<file path="src/rtl/prefetch_buffer.sv">
`default_nettype none
// ============================================================================
// Module   : prefetch_buffer
// Summary  : Sequential instruction prefetcher with a DEPTH-entry {pc, instr}
//            FIFO, credit-limited memory requests and redirect discard.
// Options  : PREFETCH_BYPASS_EN - present a response on the output in the
//            same cycle when the FIFO is empty.
// Revision : 1.0 - initial release
// ============================================================================
module prefetch_buffer #(
  parameter int          DEPTH    = 4,
  parameter logic [31:0] RESET_PC = 32'h0000_0000
) (
  input  logic        clk_i,
  input  logic        rst_i,
  input  logic        redirect_i,
  input  logic [31:0] redirect_pc_i,
  output logic        imem_req_o,
  output logic [31:0] imem_addr_o,
  input  logic        imem_gnt_i,
  input  logic        imem_rvalid_i,
  input  logic [31:0] imem_rdata_i,
  output logic        instr_valid_o,
  output logic [31:0] instr_o,
  output logic [31:0] instr_pc_o,
  input  logic        instr_ready_i
);

  localparam int AW = $clog2(DEPTH);
  localparam int CW = $clog2(DEPTH + 1);

  logic [31:0]   fetch_pc;
  logic [CW-1:0] outstanding;
  logic [CW-1:0] outstanding_nxt;
  logic [CW-1:0] discard_cnt;
  logic [CW-1:0] count;
  logic [CW:0]   in_use;
  logic [AW-1:0] wr_ptr, rd_ptr;
  logic [AW-1:0] pq_wr, pq_rd;
  logic [31:0]   fifo_pc    [DEPTH];
  logic [31:0]   fifo_instr [DEPTH];
  logic [31:0]   pq_mem     [DEPTH];

  logic          grant;
  logic          live_rsp;
  logic          bypass;
  logic          push;
  logic          pop;
  logic [31:0]   rsp_pc;

  // Words still in flight toward a cleared FIFO keep their credit until they return.
  assign in_use      = {1'b0, count} + {1'b0, outstanding};
  assign imem_req_o  = !rst_i && (in_use < (CW+1)'(DEPTH));
  assign imem_addr_o = fetch_pc;
  assign grant       = imem_req_o && imem_gnt_i;

  assign live_rsp = imem_rvalid_i && (discard_cnt == '0) && !redirect_i;
  assign rsp_pc   = pq_mem[pq_rd];

`ifdef PREFETCH_BYPASS_EN
  assign bypass        = live_rsp && (count == '0);
  assign instr_valid_o = (count != '0) || bypass;
  assign instr_o       = bypass ? imem_rdata_i : fifo_instr[rd_ptr];
  assign instr_pc_o    = bypass ? rsp_pc       : fifo_pc[rd_ptr];
`else
  assign bypass        = 1'b0;
  assign instr_valid_o = (count != '0);
  assign instr_o       = fifo_instr[rd_ptr];
  assign instr_pc_o    = fifo_pc[rd_ptr];
`endif

  assign pop  = (count != '0) && instr_ready_i && !redirect_i;
  assign push = live_rsp && !(bypass && instr_ready_i);

  always_comb begin
    outstanding_nxt = outstanding;
    case ({grant, imem_rvalid_i})
      2'b10:   outstanding_nxt = outstanding + 1'b1;
      2'b01:   outstanding_nxt = outstanding - 1'b1;
      default: outstanding_nxt = outstanding;
    endcase
  end

  always_ff @(posedge clk_i or posedge rst_i) begin
    if (rst_i) begin
      fetch_pc    <= RESET_PC;
      outstanding <= '0;
      discard_cnt <= '0;
      count       <= '0;
      wr_ptr      <= '0;
      rd_ptr      <= '0;
      pq_wr       <= '0;
      pq_rd       <= '0;
      for (int i = 0; i < DEPTH; i++) begin
        fifo_pc[i]    <= '0;
        fifo_instr[i] <= '0;
        pq_mem[i]     <= '0;
      end
    end else begin
      outstanding <= outstanding_nxt;

      if (redirect_i)
        fetch_pc <= redirect_pc_i & 32'hFFFF_FFFC;
      else if (grant)
        fetch_pc <= fetch_pc + 32'd4;

      // The PC queue is never flushed: discarded responses still retire their slot.
      if (grant) begin
        pq_mem[pq_wr] <= fetch_pc;
        pq_wr         <= pq_wr + 1'b1;
      end
      if (imem_rvalid_i)
        pq_rd <= pq_rd + 1'b1;

      // Everything in flight after this cycle, including a same-cycle grant, is stale.
      if (redirect_i)
        discard_cnt <= outstanding_nxt;
      else if (imem_rvalid_i && (discard_cnt != '0))
        discard_cnt <= discard_cnt - 1'b1;

      if (redirect_i) begin
        count  <= '0;
        wr_ptr <= '0;
        rd_ptr <= '0;
      end else begin
        if (push) begin
          fifo_pc[wr_ptr]    <= rsp_pc;
          fifo_instr[wr_ptr] <= imem_rdata_i;
          wr_ptr             <= wr_ptr + 1'b1;
        end
        if (pop)
          rd_ptr <= rd_ptr + 1'b1;
        case ({push, pop})
          2'b10:   count <= count + 1'b1;
          2'b01:   count <= count - 1'b1;
          default: count <= count;
        endcase
      end
    end
  end

  a_no_overflow: assert property (@(posedge clk_i) disable iff (rst_i)
    !(push && !pop && (count == CW'(DEPTH))));

endmodule
`default_nettype wire

</file>
<file path="config.mk">
export PLATFORM = sky130hd
export DESIGN_NAME = prefetch_buffer
export DESIGN_NICKNAME = d
export VERILOG_FILES = /design/src/rtl/prefetch_buffer.sv
export SDC_FILE = /design/constraint.sdc
export NUM_CORES = 1
export LEC_CHECK = 0
export ABC_CLOCK_PERIOD_IN_PS = 33500
export CAP_MARGIN = 20
export CORE_MARGIN = 2
export CORE_UTILIZATION = 40
export DETAILED_ROUTE_END_ITERATION = 8
export MAX_ROUTING_LAYER = met4
export PLACE_DENSITY = 0.57
export SLEW_MARGIN = 20
export SYNTH_ARGS = -nofsm -noshare
export SYNTH_HDL_FRONTEND = slang
export SYNTH_SLANG_ARGS = --single-unit
</file>
<file path="constraint.sdc">
create_clock -name clk_i -period 33.5 [get_ports clk_i]
set_input_delay 6.7 -clock clk_i [delete_from_list [all_inputs] [get_ports clk_i]]
set_output_delay 6.7 -clock clk_i [all_outputs]
set_load 0.005 [all_outputs]
</file>
---- Word-level counts from Yosys, hierarchy flattened ----
Cells that the tools add are included.
storage, ports and cells
  bits of input ports ..................... 70
  word-level logic and storage cells ...... 94
  register bits after elaboration ......... 433
cells by class
  bitwise gates (word level) .............. 5
  order comparisons ....................... 7
  add/sub/neg operators ................... 11
  multiplexer cells ....................... 27
  reductions and logical operators ........ 20
  eq/ne operators ......................... 4
operators by type and width
  operator                 number
  $bwmux W128              3
  $mux W32                 10
  $bmux W32 S2             3
  $demux W32 S2            2
  $add A32 B3 Y32 const B  1
  $ge A3 B3 Y1 const B     4
  $not A2 Y3               4
  $pmux W3 S2              2
  $logic_and A1 B1 Y1      9
  $mux W3                  3
  $reduce_bool A3 Y1       3
  $sub A3 B1 Y3 const B    3
  $add A2 B1 Y2 const B    4
  $mux W2                  4
  $reduce_bool A2 Y1       4
  $add A3 B1 Y3 const B    2
  $lt A3 B1 Y1 const B     2
  $add A3 B3 Y4            1
  $eq A2 B1 Y1 const B     2
  $eq A2 B2 Y1 const B     2
  $lt A4 B3 Y1 const B     1
  $logic_not A3 Y1         1
  $logic_not A1 Y1         2
  $reduce_and A2 Y1        1
  $not A1 Y1               1

---- Longest topological paths before layout ----
  word-level depth ........................ 7
  depth in mapped cells ................... 13
  gate-level depth less buffers ........... 11

---- Worst setup path before layout ----
OpenSTA, ideal clock, no wires.
  path type ............................... input -> output
  from .................................... in rst_i
  to ...................................... out imem_req_o
  path slack .............................. 19.767 ns
  buffers on the path ..................... 0
  stages on the path ...................... 2
  arrival ................................. 7.033 ns
  data required time ...................... 26.800 ns
  cell sequence ........................... nor4_4 -> and2_1
on the way
  word-level cells in the longest chain between the ends .. 2
RTL lines
  item                               line  RTL
  start: declaration                 15    input logic rst_i,
  $logic_not A1 Y1 (no source line)  -
  $logic_and A1 B1 Y1                53    assign imem_req_o = !rst_i && (in_use < (CW+1)'(DEPTH));
  end: declaration                   18    output logic imem_req_o,
Every way passes these cells.

---- Final worst setup path ----
Same ends and word-level chain as after synthesis.

==> impl_metrics.py <==
metrics = {
    "clock_network": {
        "cts_setup_buffers": 0,
        "path_clk_slew_ns": 0.06,
        "clock_latency_ns": 0.57,
        "cts_tree": "done",
        "clock-sinks": 415,
        "clock_path_buffers": 3,
        "cts-root-buf": "clkbuf_16",
        "ctsHoldBuffers": 0,
        "numCtsBuffers": 47,
        "postCtsResizedCells": 0,
        "htreeDepth": 2,
    },
    "worst_setup_path": {
        "cp-end-kind": "primary output",
        "worstPathArrival_ns": 8.27,
        "cpMostUsedCell": "clkdlybuf4s50_1",
        "critPathMaxStageDelay_ns": 0.56,
        "critical_path.cell_chain": "clkdlybuf4s50_1 -> nor4_4 -> and2_1 -> clkdlybuf4s50_1",
        "required_ns": 26.80,
        "crit_slowest_cell": "clkdlybuf4s50_1",
        "startpoint_type": "primary input",
        "cp_max_fo": 4,
        "timing_worst_setup_path_type": "primary input to primary output",
    },
    "timing": {
        "layout_setup_ws_ns": 18.53,
        "drv_slew": 0,
        "relSlewSlack_pct": 34.1,
        "clock_skew_ns": 0.0113,
        "tns_ns": 0,
        "max_freq_ghz": 0.0668,
        "rsz0062_at_grt": "no",
        "fin_crit_sh_pct": 44.7,
        "layout_min_cycle_time_ns": 14.97,
        "worst_slew_pin_slew_ns": 0.988,
        "final-hold-violation-count": 0,
        "finalSetupViolCount": 0,
    },
    "synthesis": {
        "synth_area_mm2": 0.0186,
        "synthDistinctLibCells": 42,
        "ys_seq_area_share_pct": 56.0,
        "synth_seq_cells": 415,
        "synth_cells": 1209,
        "ys_warn_count": 0,
        "avgSynthCellArea_um2": 15.3,
    },
    "pwr": {
        "leakage_nw": 10.0,
        "irDropWorstVdd_mv": 0.0445,
        "powerDensity_mw_per_mm2": 81.8,
    },
    "die": {
        "fp.dieArea_mm2": 0.0481,
        "die_w_um": 219,
        "initial_utilization_pct": 40.7,
        "rows": 78,
        "num_io_pins": 168,
        "die_y_um": 219,
        "coreArea_mm2": 0.0456,
    },
    "job": {
        "cap_violations": 0,
    },
    "finish": {
        "layout_commonest_cell": "dfrtp_1",
        "fill_cells": 3986,
        "ff_latch_area_mm2": 0.0104,
        "area_growth_pct": 19.7,
        "multi_input_area_mm2": 0.00775,
        "final_cell_mix": "412 x dfrtp_1, 357 x mux2_2, 160 x clkdlybuf4s50_1",
        "drive_gt1_share_pct": 40.3,
        "final_nets": 1441,
        "diodes": 0,
        "fin_cells": 1986,
        "fin_util_pct": 48.7,
    },
    "routing": {
        "drc_errors": 0,
        "drt-total-wl_mm": 41.0,
        "drtPass1Iterations": 4,
        "vias": 10499,
        "antenna_left": 0,
        "wl_per_cell_um": 20.7,
        "avgViaCountPerCell": 5.29,
        "dr.first_iter.drc_count": 499,
    },
    "placement": {
        "dpl.hpwl_mm": 24.6,
        "port_buffers": 161,
        "placed_cells_incl_taps": 1905,
        "place_ws_ns": 18.52,
        "routabilityCongestion": 0.738,
    },
    "global_route": {
        "grt_max_degree": 135,
        "grt_pass1_wl_mm": 65.6,
        "grt_pass1_vias": 11296,
        "grt_util_all_layers_pct": 18.2,
        "antenna_found_initial": 0,
        "grt_overflow": 0,
    },
    "hold_path": {
        "hold_class": "register to register",
    },
    "status": {
        "status": "completed",
    },
}
-- per-stage QoR --
step	power, mW	hold WS, ns	area [um^2]
5_1_grt	1.93	0.507	22200
4_1_cts	1.85	0.487	22200
3_3_place_gp	1.31	0.456	20700
6_report	1.82	0.479	22200
3_5_place_dp	1.33	0.468	20700
2_1_floorplan	1.10	0.445	18600
-- synth_stat cells, drive strengths merged --
cell type	n	area (um^2)
nand3b	2	15.0
nor2	17	63.8
nor3	8	40.0
and3	5	32.5
conb	1	3.75
mux4	92	2070
nor4	9	118
xor2	12	105
nand4	7	65.1
and2	4	25.0
clkbuf	18	68.8
a22oi	1	7.51
a21oi	3	15.0
dfrtp	415	10400
o31a	1	8.76
nand2	68	265
mux2	357	4020
inv	13	48.8
fa	2	40.0
xnor2	28	245
or3	1	6.26
o21ai	45	225
and4	4	35.0
ha	14	175
nor3b	1	7.51
nand3	11	67.6
nand2b	2	12.5
buf	64	342
mux2i	3	30.0
or2	1	6.26
-- logic make-up after synthesis --
logic type	synth area share [%]
fa+ha+maj	1.16
buf+inv	2.48
other cells	0.0202
simple gates	4.09
mux	33.0
xor+xnor	1.89
compound gates	1.38
flops	56.0
-- power by group --
| group | switching [mW] | internal [mW] | total (mW) | leakage [nW] |
|---|---|---|---|---|
| sequential | 0.0941 | 0.651 | 0.745 | 5.44 |
| clock | 0.201 | 0.304 | 0.505 | 0.751 |
| combinational | 0.219 | 0.348 | 0.567 | 3.84 |
-- worst max-delay path: cells and delay by family --
family	cells	cell delay (ns)
and+or+nand+nor	2	0.51
buffers and inverters	2	1.06
-- sequential cells by signal, indices dropped and copies added, names as in the netlist --
signal and cells:
outstanding 3, fifo_pc 120, discard_cnt 3, wr_ptr 2, pq_rd 2, rd_ptr 2
imem_addr_o 30, pq_mem 120, count 3, pq_wr 2, fifo_instr 128
-- worst paths after layout --
| path | startpoint | endpoint | slack [ns] | cells past startpoint |
|---|---|---|---|---|
| worst max-delay path | rst_i | imem_req_o | 18.53 | 4 |
| worst min-delay path | pq_mem[117] | pq_mem[117] | 0.48 | 2 |
| worst max register to register | count[2] | discard_cnt[2] | 30.33 | 11 |
| worst min register to register | pq_mem[117] | pq_mem[117] | 0.48 | 2 |
| max in group asynchronous | rst_i | fifo_instr[86] | 25.02 | 3 |
| min in group asynchronous | rst_i | fifo_pc[38] | 6.77 | 2 |
-- final cells by class --
type / instances / area share [%]
sequential: 415 / 46.8
clock buffer: 74 / 6.58
multi-input combinational: 702 / 34.9
inverter: 13 / 0.254
tap: 600 / 3.38
clock inverter: 6 / 0.248
timing repair buffer: 176 / 7.83
-- layer usage --
metal	share of wire [%]	global-route usage, %
met5	0	-
met4	1.9	5.02
met3	3.7	2.61
met2	47	28.3
met1	47	25.1
(Power assumes the default switching activity.)
